==> src/rtl/pw_pattern_match_pkg.sv <==
// Shared types for the pattern matcher: action encodings, FSM states and small helpers.
package pw_pattern_match_pkg;

    localparam int PW_BYTE_W = 8;

    typedef enum logic [1:0] {
        PW_ACTION_OFF    = 2'b00,
        PW_ACTION_SLIDE  = 2'b01,
        PW_ACTION_ANCHOR = 2'b10,
        PW_ACTION_RSVD   = 2'b11
    } pw_action_e;

    typedef enum logic [1:0] {
        PW_ST_IDLE   = 2'b00,
        PW_ST_SEARCH = 2'b01,
        PW_ST_DONE   = 2'b10
    } pw_state_e;

    // The reserved encoding falls back to sliding behaviour, so only ANCHOR needs the packet check.
    function automatic logic action_is_anchor(input pw_action_e action);
        return action == PW_ACTION_ANCHOR;
    endfunction

    function automatic logic action_is_enabled(input pw_action_e action);
        return action != PW_ACTION_OFF;
    endfunction

endpackage

==> src/rtl/pw_window_compare.sv <==
// Combinational masked compare of the received-byte window against the pattern over the first len bytes.
module pw_window_compare
    import pw_pattern_match_pkg::*;
#(
    parameter int pPATTERN_BYTES = 8
) (
    input  logic [PW_BYTE_W*pPATTERN_BYTES-1:0] window,
    input  logic [PW_BYTE_W*pPATTERN_BYTES-1:0] pattern,
    input  logic [PW_BYTE_W*pPATTERN_BYTES-1:0] mask,
    input  logic [7:0]                          len,
    output logic                                hit
);

    // A zero length never hits; otherwise any masked bit difference in the active bytes clears the hit.
    always_comb begin
        hit = (len != 8'd0);
        for (int k = 0; k < pPATTERN_BYTES; k++) begin
            if ((k < int'(len)) &&
                (((window[PW_BYTE_W*k +: PW_BYTE_W] ^ pattern[PW_BYTE_W*k +: PW_BYTE_W]) &
                  mask[PW_BYTE_W*k +: PW_BYTE_W]) != '0)) begin
                hit = 1'b0;
            end
        end
    end

endmodule

==> src/rtl/pw_pattern_match.sv <==
// Stream pattern matcher: shifts sniffed bytes into a window, compares it against the configured
// masked pattern once per received byte and emits a single match pulse per arm.
module pw_pattern_match
    import pw_pattern_match_pkg::*;
#(
    parameter int pPATTERN_BYTES = 8,
    parameter int pCOUNT_WIDTH   = 8
) (
    input  logic                          fe_clk,
    input  logic                          reset_n,
    input  logic                          I_arm,
    input  logic [7:0]                    I_data,
    input  logic                          I_data_valid,
    input  logic                          I_pkt_start,
    input  logic [8*pPATTERN_BYTES-1:0]   I_pattern,
    input  logic [8*pPATTERN_BYTES-1:0]   I_pattern_mask,
    input  logic [1:0]                    I_pattern_action,
    input  logic [7:0]                    I_pattern_bytes,
    output logic                          O_match,
    output logic                          O_matched,
    output logic                          O_armed
);

    localparam int              WIN_W   = PW_BYTE_W * pPATTERN_BYTES;
    localparam logic [7:0]      MAX_LEN = 8'(pPATTERN_BYTES);
    localparam logic [pCOUNT_WIDTH-1:0] CNT_ONE = {{(pCOUNT_WIDTH-1){1'b0}}, 1'b1};

    pw_state_e                 state;
    pw_state_e                 state_next;
    pw_action_e                action;
    logic                      arm_q;
    logic                      arm_rise;
    logic                      arm_clear;
    logic [WIN_W-1:0]          window;
    logic [pCOUNT_WIDTH-1:0]   arm_cnt;
    logic [pCOUNT_WIDTH-1:0]   pkt_cnt;
    logic                      cmp_valid;
    logic [7:0]                eff_len;
    logic                      window_hit;
    logic                      len_ok;
    logic                      anchor_ok;
    logic                      match_raw;
    logic                      match_fire;
    logic                      match_q;
    logic                      matched_q;

    assign action    = pw_action_e'(I_pattern_action);
    assign arm_rise  = I_arm & ~arm_q;
    assign arm_clear = (state == PW_ST_IDLE) && arm_rise;
    assign eff_len   = (I_pattern_bytes > MAX_LEN) ? MAX_LEN : I_pattern_bytes;

    pw_window_compare #(
        .pPATTERN_BYTES (pPATTERN_BYTES)
    ) u_window_compare (
        .window  (window),
        .pattern (I_pattern),
        .mask    (I_pattern_mask),
        .len     (eff_len),
        .hit     (window_hit)
    );

    // Stale-byte guard and packet anchoring are judged against the same effective length as the compare.
    assign len_ok    = (32'(arm_cnt) >= 32'(eff_len));
    assign anchor_ok = !action_is_anchor(action) || (32'(pkt_cnt) == 32'(eff_len));
    assign match_raw = cmp_valid && window_hit && action_is_enabled(action) && len_ok && anchor_ok;

    // Registered copy of arm for rising-edge detection.
    always_ff @(posedge fe_clk or negedge reset_n) begin
        if (!reset_n) begin
            arm_q <= 1'b0;
        end else begin
            arm_q <= I_arm;
        end
    end

    // Byte window and counters; cleared on arming, advanced once per valid byte.
    always_ff @(posedge fe_clk or negedge reset_n) begin
        if (!reset_n) begin
            window    <= '0;
            arm_cnt   <= '0;
            pkt_cnt   <= '0;
            cmp_valid <= 1'b0;
        end else if (arm_clear) begin
            window    <= '0;
            arm_cnt   <= '0;
            pkt_cnt   <= '0;
            cmp_valid <= 1'b0;
        end else begin
            cmp_valid <= I_data_valid;
            if (I_data_valid) begin
                window <= {window[WIN_W-PW_BYTE_W-1:0], I_data};
                if (arm_cnt != '1) begin
                    arm_cnt <= arm_cnt + 1'b1;
                end
                if (I_pkt_start) begin
                    pkt_cnt <= CNT_ONE;
                end else if (pkt_cnt != '1) begin
                    pkt_cnt <= pkt_cnt + 1'b1;
                end
            end
        end
    end

    // Next-state logic; a falling arm always wins over a simultaneous match so no pulse escapes.
    always_comb begin
        state_next = state;
        match_fire = 1'b0;
        case (state)
            PW_ST_IDLE: begin
                if (arm_rise) begin
                    state_next = PW_ST_SEARCH;
                end
            end
            PW_ST_SEARCH: begin
                if (!I_arm) begin
                    state_next = PW_ST_IDLE;
                end else if (match_raw) begin
                    state_next = PW_ST_DONE;
                    match_fire = 1'b1;
                end
            end
            PW_ST_DONE: begin
                if (!I_arm) begin
                    state_next = PW_ST_IDLE;
                end
            end
            default: begin
                state_next = PW_ST_IDLE;
            end
        endcase
    end

    // State register plus the match pulse and sticky flag, which only re-arming clears.
    always_ff @(posedge fe_clk or negedge reset_n) begin
        if (!reset_n) begin
            state     <= PW_ST_IDLE;
            match_q   <= 1'b0;
            matched_q <= 1'b0;
        end else begin
            state   <= state_next;
            match_q <= match_fire;
            if (arm_clear) begin
                matched_q <= 1'b0;
            end else if (match_fire) begin
                matched_q <= 1'b1;
            end
        end
    end

    assign O_match   = match_q;
    assign O_matched = matched_q;
    assign O_armed   = (state == PW_ST_SEARCH);

endmodule

==> config.mk <==
export PLATFORM = sky130hd
export DESIGN_NAME = pw_pattern_match
export DESIGN_NICKNAME = d
export VERILOG_FILES = /design/src/rtl/pw_pattern_match_pkg.sv /design/src/rtl/pw_window_compare.sv /design/src/rtl/pw_pattern_match.sv
export SDC_FILE = /design/constraint.sdc
export NUM_CORES = 1
export LEC_CHECK = 0
export CORE_ASPECT_RATIO = 1.4
export CORE_UTILIZATION = 47
export DETAILED_ROUTE_END_ITERATION = 7
export HOLD_SLACK_MARGIN = 0.08
export PLACE_DENSITY = 0.9
export SLEW_MARGIN = 20
export SYNTH_ARGS = -nofsm -noshare
export SYNTH_HDL_FRONTEND = slang
export SYNTH_SLANG_ARGS = --single-unit
==> constraint.sdc <==
create_clock -name fe_clk -period 2.2 [get_ports fe_clk]
set_input_delay 0.22 -clock fe_clk [delete_from_list [all_inputs] [get_ports fe_clk]]
set_output_delay 0.22 -clock fe_clk [all_outputs]
set_load 0.03 [all_outputs]
; After elaboration in Yosys (flattened, before gate mapping)
; Index checks and enable logic that the tools add are counted.
[word_totals]
reg_bits = 86
input_bits = 151
out_inout_bits = 3
elab_cells = 109
[classes]
n_bitwise = 18
n_addsub = 2
n_lt_le_gt_ge = 10
n_eq_ne = 9
n_reduce_logical = 33
muxes = 29
[op_table]
columns = op, n
row1 = 64-bit 2-to-1 mux, 2
row2 = 8-bit nonzero test, 9
row3 = 8-bit AND, 8
row4 = 8-bit 2-to-1 mux, 8
row5 = 8-bit bitwise XOR, 8
row6 = 3-bit by 8-bit < comparator with 1-bit output (first input constant), 4
row7 = 8-bit by 1-bit adder with 8-bit output (second input constant), 2
row8 = 1-bit by 8-bit < comparator with 1-bit output (first input constant), 2
row9 = 2-bit by 8-bit < comparator with 1-bit output (first input constant), 2
row10 = 8-bit inequality test (second input constant), 2
row11 = 1-bit 2-to-1 mux, 14
row12 = 1-bit logical AND, 13
row13 = 8-bit equality test, 1
row14 = 8-bit >= comparator, 1
row15 = 8-bit by 4-bit greater-than comparator with 1-bit output (second input constant), 1
row16 = 2-bit 2-to-1 mux, 4
row17 = 2-bit nonzero test, 4
row18 = 2-bit one-hot mux with 3 select lines, 1
row19 = 2-bit equality test (second input constant), 2
row20 = 2-bit inequality test (second input constant), 2
row21 = 2-bit AND reduction, 2
row22 = 3-bit by 2-bit inequality test with 1-bit output (second input constant), 1
row23 = 3-bit AND reduction, 1
row24 = 3-bit nonzero test, 1
row25 = 6 further kinds, 6

; Longest topological paths before layout
[depth]
word_depth = 21
mapped_depth = 11
ltp_nobuf = 11

; Cells and area by module
; A second synthesis with hierarchy kept.
[hier_totals]
hier_cells = 469
area_unflattened_um2 = 4848.4
[by_module_without_submodules]
columns = module, instances, cells_each, area_each_um2, seq_area_each_um2
row1 = pw_pattern_match, 1, 350, 3906.2, 2152.1
row2 = pw_window_compare, 1, 119, 942.2, 0.0

; Worst setup path after synthesis
; OpenSTA, ideal clock, no wires.
[synth_timing]
kind = input to register
start = input I_pattern_bytes[6]
end = register matched_q (netlist: O_matched)
required_ns = 2.081
path_stages = 10
setup_time_ns = 0.119
path_buffers = 0
arrival_ns = 2.258
setup_slack_ns = -0.177
path_cell_list = or2_1 or4_4 clkinv_4 ha_1 a211o_1 a41oi_1 a21oi_1 a211oi_2 nor4_2 o21a_1
[synth_via]
elab_chain_len = 20
word_cells_on_any_way = 38
classes_between = order compare (10) / eq/ne (1) / mux (12) / reduce/logical (15)
[synth_rtl]
columns = item, line
row1 = from (decl), pw_pattern_match.sv:18  ; input logic [7:0] I_pattern_bytes,
row2 = 8-bit by 4-bit greater-than comparator with 1-bit output, pw_pattern_match.sv:50  ; assign eff_len = (I_pattern_bytes > MAX_LEN) ? MAX_LEN : I_pattern_bytes;
row3 = 8-bit 2-to-1 mux *, pw_pattern_match.sv:50
row4 = 1-bit by 8-bit < comparator with 1-bit output, pw_window_compare.sv:18  ; if ((k < int'(len)) &&
row5 = 1-bit logical AND, pw_window_compare.sv:18
row6 = 1-bit 2-to-1 mux (8 in a row), pw_window_compare.sv:18
row7 = 1-bit logical AND (3 in a row), pw_pattern_match.sv:65  ; assign match_raw = cmp_valid && window_hit && action_is_enabled(action) && len_ok && anchor_ok;
row8 = 1-bit logical AND *, pw_pattern_match.sv:65
row9 = 1-bit 2-to-1 mux *, pw_pattern_match.sv:117  ; end else if (match_raw) begin
row10 = 1-bit 2-to-1 mux *, pw_pattern_match.sv:115  ; if (!I_arm) begin
row11 = 1-bit 2-to-1 mux *, pw_pattern_match.sv:108  ; case (state)
row12 = net match_fire, pw_pattern_match.sv:43  ; logic match_fire;
row13 = 2-bit nonzero test (no source line) *, --
row14 = to (signal assigned), pw_pattern_match.sv:138  ; matched_q <= 1'b0;
row15 = to (signal assigned), pw_pattern_match.sv:143  ; matched_q <= 1'b0;
row16 = to (signal assigned), pw_pattern_match.sv:145  ; matched_q <= 1'b1;
row17 = to (decl), pw_pattern_match.sv:45  ; logic matched_q;
; The timed path passes the listed nets; every way through them passes the cells marked *.
; A chain may end at the register's enable or synchronous reset.

; Worst setup path in the final report
[layout_timing]
start = input I_pattern_bytes[4]
end = register state[0]
[layout_via]
elab_chain_len = 18
word_cells_on_any_way = 36
classes_between = order compare (10) / eq/ne (2) / mux (9) / reduce/logical (15)
[layout_rtl]
columns = item, line
row1 = 8-bit by 4-bit greater-than comparator with 1-bit output, pw_pattern_match.sv:50
row2 = 8-bit 2-to-1 mux *, pw_pattern_match.sv:50
row3 = 1-bit by 8-bit < comparator with 1-bit output, pw_window_compare.sv:18
row4 = 1-bit logical AND, pw_window_compare.sv:18
row5 = 1-bit 2-to-1 mux (8 in a row), pw_window_compare.sv:18
row6 = 1-bit logical AND (3 in a row), pw_pattern_match.sv:65
row7 = 1-bit logical AND *, pw_pattern_match.sv:65
row8 = 3-bit by 2-bit inequality test with 1-bit output (no source line) *, --
row9 = 3-bit AND reduction (no source line) *, --
row10 = to (signal assigned), pw_pattern_match.sv:140  ; state <= state_next;
row11 = to (decl), pw_pattern_match.sv:28  ; pw_state_e state;
; Every way passes the cells marked *; elsewhere a longest branch is shown, timed or not.

==> results.md <==
- Pin count of the biggest net entering global routing: 47
- Crit path capture type: flop
- Vias: 4456
- Antenna Diode Count: 0
- Most frequent cells in the layout: clkdlybuf4s50_1, dfrtp_1, nor2_1
- CTS tree: done
- Detailed Route WL: 14.6 mm
- Max-slew violations: 0
- Crit share post-route: 106%
- NumNets Final: 829
- Crit path required time: 2.45 ns
- Hpwl dp: 10.8 mm
- CP Cell Sequence: buf_6, or2_1, or4_4, clkinv_4, ha_4, a211o_1, a41oi_2, a21oi_2, a211oi_4, buf_4, nor3_1, nor3_1
- FILL cells: 672
- Max VDD drop: 0.450 mV
- Chip width: 87.3 um
- Mapped Area: 4790 sq um
- Primary FF master, synth: dfrtp_1
- Clk sink count: 86
- Seq cells post-synth: 86
- Pre-CTS WS: -0.706 ns
- First-pass GRT wire length: 22.7 mm
- Post-Synthesis Cells: 460
- Total negative slack: -0.245 ns
- CP Data Arrival Time: 2.59 ns
- Power density cells: 643 nW/um^2
- IO Count: 154
- Most frequent cell on the critical path: nor3_1
- Remaining DRCs: 0
- Worst clock skew: 0.00585 ns
- Overall Power: 4.73 mW
- Die area: 10600 sq um
- Worst-Skew Late Latency: 0.34 ns
- Fin. Hold Viols: 0
- H-tree depth: 3
- F_max: 428 MHz
- Initial core utilization: 48.4%
- Antenna violations before repair: 0
- Yosys warns: 0
- Sequential area share after synthesis: 44.9%
- DRT Pass-1 Iters: 4
- Worst path bufs/invs: 3
- CTS Root Cell: clkbuf_16
- Post-route ant nets: 0
- Commonest non-fill, non-tap cell in the layout: clkdlybuf4s50_1
- Max Buffers Root-to-Sink: 2
- CP Launch Type: input pin
- Worst-path cell with the longest stage delay: or4_4
- Number of global-route vias before repair: 4853
- Outcome: finished, violations left
- Hold WC Path Type: input pin to flop
- Hold Slack: 0.374 ns
- WS Path Type: input pin to flop
- Vias/cell: 5.51
- Tmin final: 2.34 ns
- Failing checks: setup timing
- Num CTS Buffers: 9
- Leakage: 3.59 nW
- Die height: 121 um
- Post-route setup slack: -0.137 ns
- Synth-to-Final Area Change: 53.6%
- Crit path max-delay family: simple AND/OR/NAND/NOR gates
- Crit path max fanout: 3
- Avg WL per Cell: 18.0 um
- RD Place Congestion: 0.845
- Initial DRC Count: 265
- Post-synth ARST share: 100%
- Gr usage total: 28.3%
- Final setup violation count: 4
- Fraction of layout cells with a size suffix above 1: 14.8%
- Max_cap viols: 0
- RSZ-0062 raised after global routing: true
- Unique masters post-synth: 48
- Core Box Area: 9900 sq um
- Clock-pin transition on the worst setup and hold timing paths: 0.06 ns
- Number of placement rows: 43
- Syn_area_per_cell: 10.4 sq um
- Post-synth EDFFs: 0
- Port Buffer Count: 153
- Overflow after GRT: 0
- Largest stage delay, worst path: 0.49 ns
timing repair:
item                       in CTS  in global routing
pin swaps                      13                 17
buffers inserted                2                  4
resized for setup              20                 13
hold endpoints to repair       36                  0
hold buffers                    1                  0
setup endpoints to repair       4                  7
power by group:
| part | switching [mW] | leakage, nW | internal (mW) |
|---|---|---|---|
| clock | 0.634 | 0.136 | 0.883 |
| sequential | 0.202 | 1.15 | 1.75 |
| combinational | 0.538 | 2.31 | 0.720 |
state kept, by name, summed over array words and instances (netlist names):
name,flops
O_match,1
O_matched,1
arm_cnt,8
arm_q,1
cmp_valid,1
pkt_cnt,8
state,2
window,64
synth_stat cells (4+ instances only):
library cell  instances  share of area, %
ha_1                  9               2.4
clkbuf_1             11              0.86
mux2i_1              66                14
xor2_1               71                13
nand3_1              14               1.5
o21ai_0               8              0.84
dfrtp_1              86                45
xnor2_1               5              0.91
nand4_1               9               1.2
nor3_1                4              0.42
nor2_1               80               6.3
buf_1                 6              0.47
and3_1                4              0.52
a22oi_1              30               4.7
inv_1                 5              0.39
nand2_1               8              0.63
worst paths after layout:
kind	from	end	slack (ns)	depth (start not counted)
worst max-delay path	I_pattern_bytes[4]	state[0]$_DFFE_PN0P_	-0.14	12
worst min-delay path	I_data_valid	cmp_valid$_DFF_PN0_	0.37	2
worst max register to register	window[29]$_DFFE_PN0P_	state[0]$_DFFE_PN0P_	-0.02	8
worst min register to register	O_matched$_DFFE_PN0P_	O_matched$_DFFE_PN0P_	0.52	1
max in group asynchronous	reset_n	window[57]$_DFFE_PN0P_	1.03	3
min in group asynchronous	reset_n	pkt_cnt[5]$_DFFE_PN0P_	0.38	2
cells by family after synthesis:
| logic type | after synthesis | share of synthesized area [%] |
|---|---|---|
| and+or+nand+nor | 134 | 12.8 |
| DFF | 86 | 44.9 |
| xor gates and xnor gates | 76 | 13.9 |
| muxes | 66 | 13.8 |
| AOI/OAI and AO/OA | 65 | 10.3 |
| buffers and inverters | 23 | 1.91 |
| adders and majority gates | 9 | 2.35 |
| other | 1 | 0.0783 |
layer usage:
metal	vias to the layer above	track usage, %	part of all wire [%]
met5	-	0	0
li1	2044	-	-
met3	54	3.20	4.4
met4	0	15.7	4.7
met2	179	54.1	56
met1	2179	29.1	35
layout make-up:
class                   instances  area [sq um]  area share (%)
repair buffers                212          1990            27.1
flip-flops and latches         86          2150            29.2
clock buffers                  11           233            3.16
well taps                     135           169            2.30
clock inverters                 5          58.8           0.799
inverters                       6          27.5           0.374
multi-input cells             354          2730            37.1
metrics by stage:
stage | area [sq um] | utilization (%) | std cells
floorplan | 4830 | - | 463
global placement | 6890 | 69.6 | 787
detailed placement | 6890 | 69.6 | 787
CTS | 7250 | 73.2 | 806
global route | 7360 | 74.3 | 809
finish | 7360 | 74.3 | 809
No activity file was read; power rests on OpenSTA's default activity.
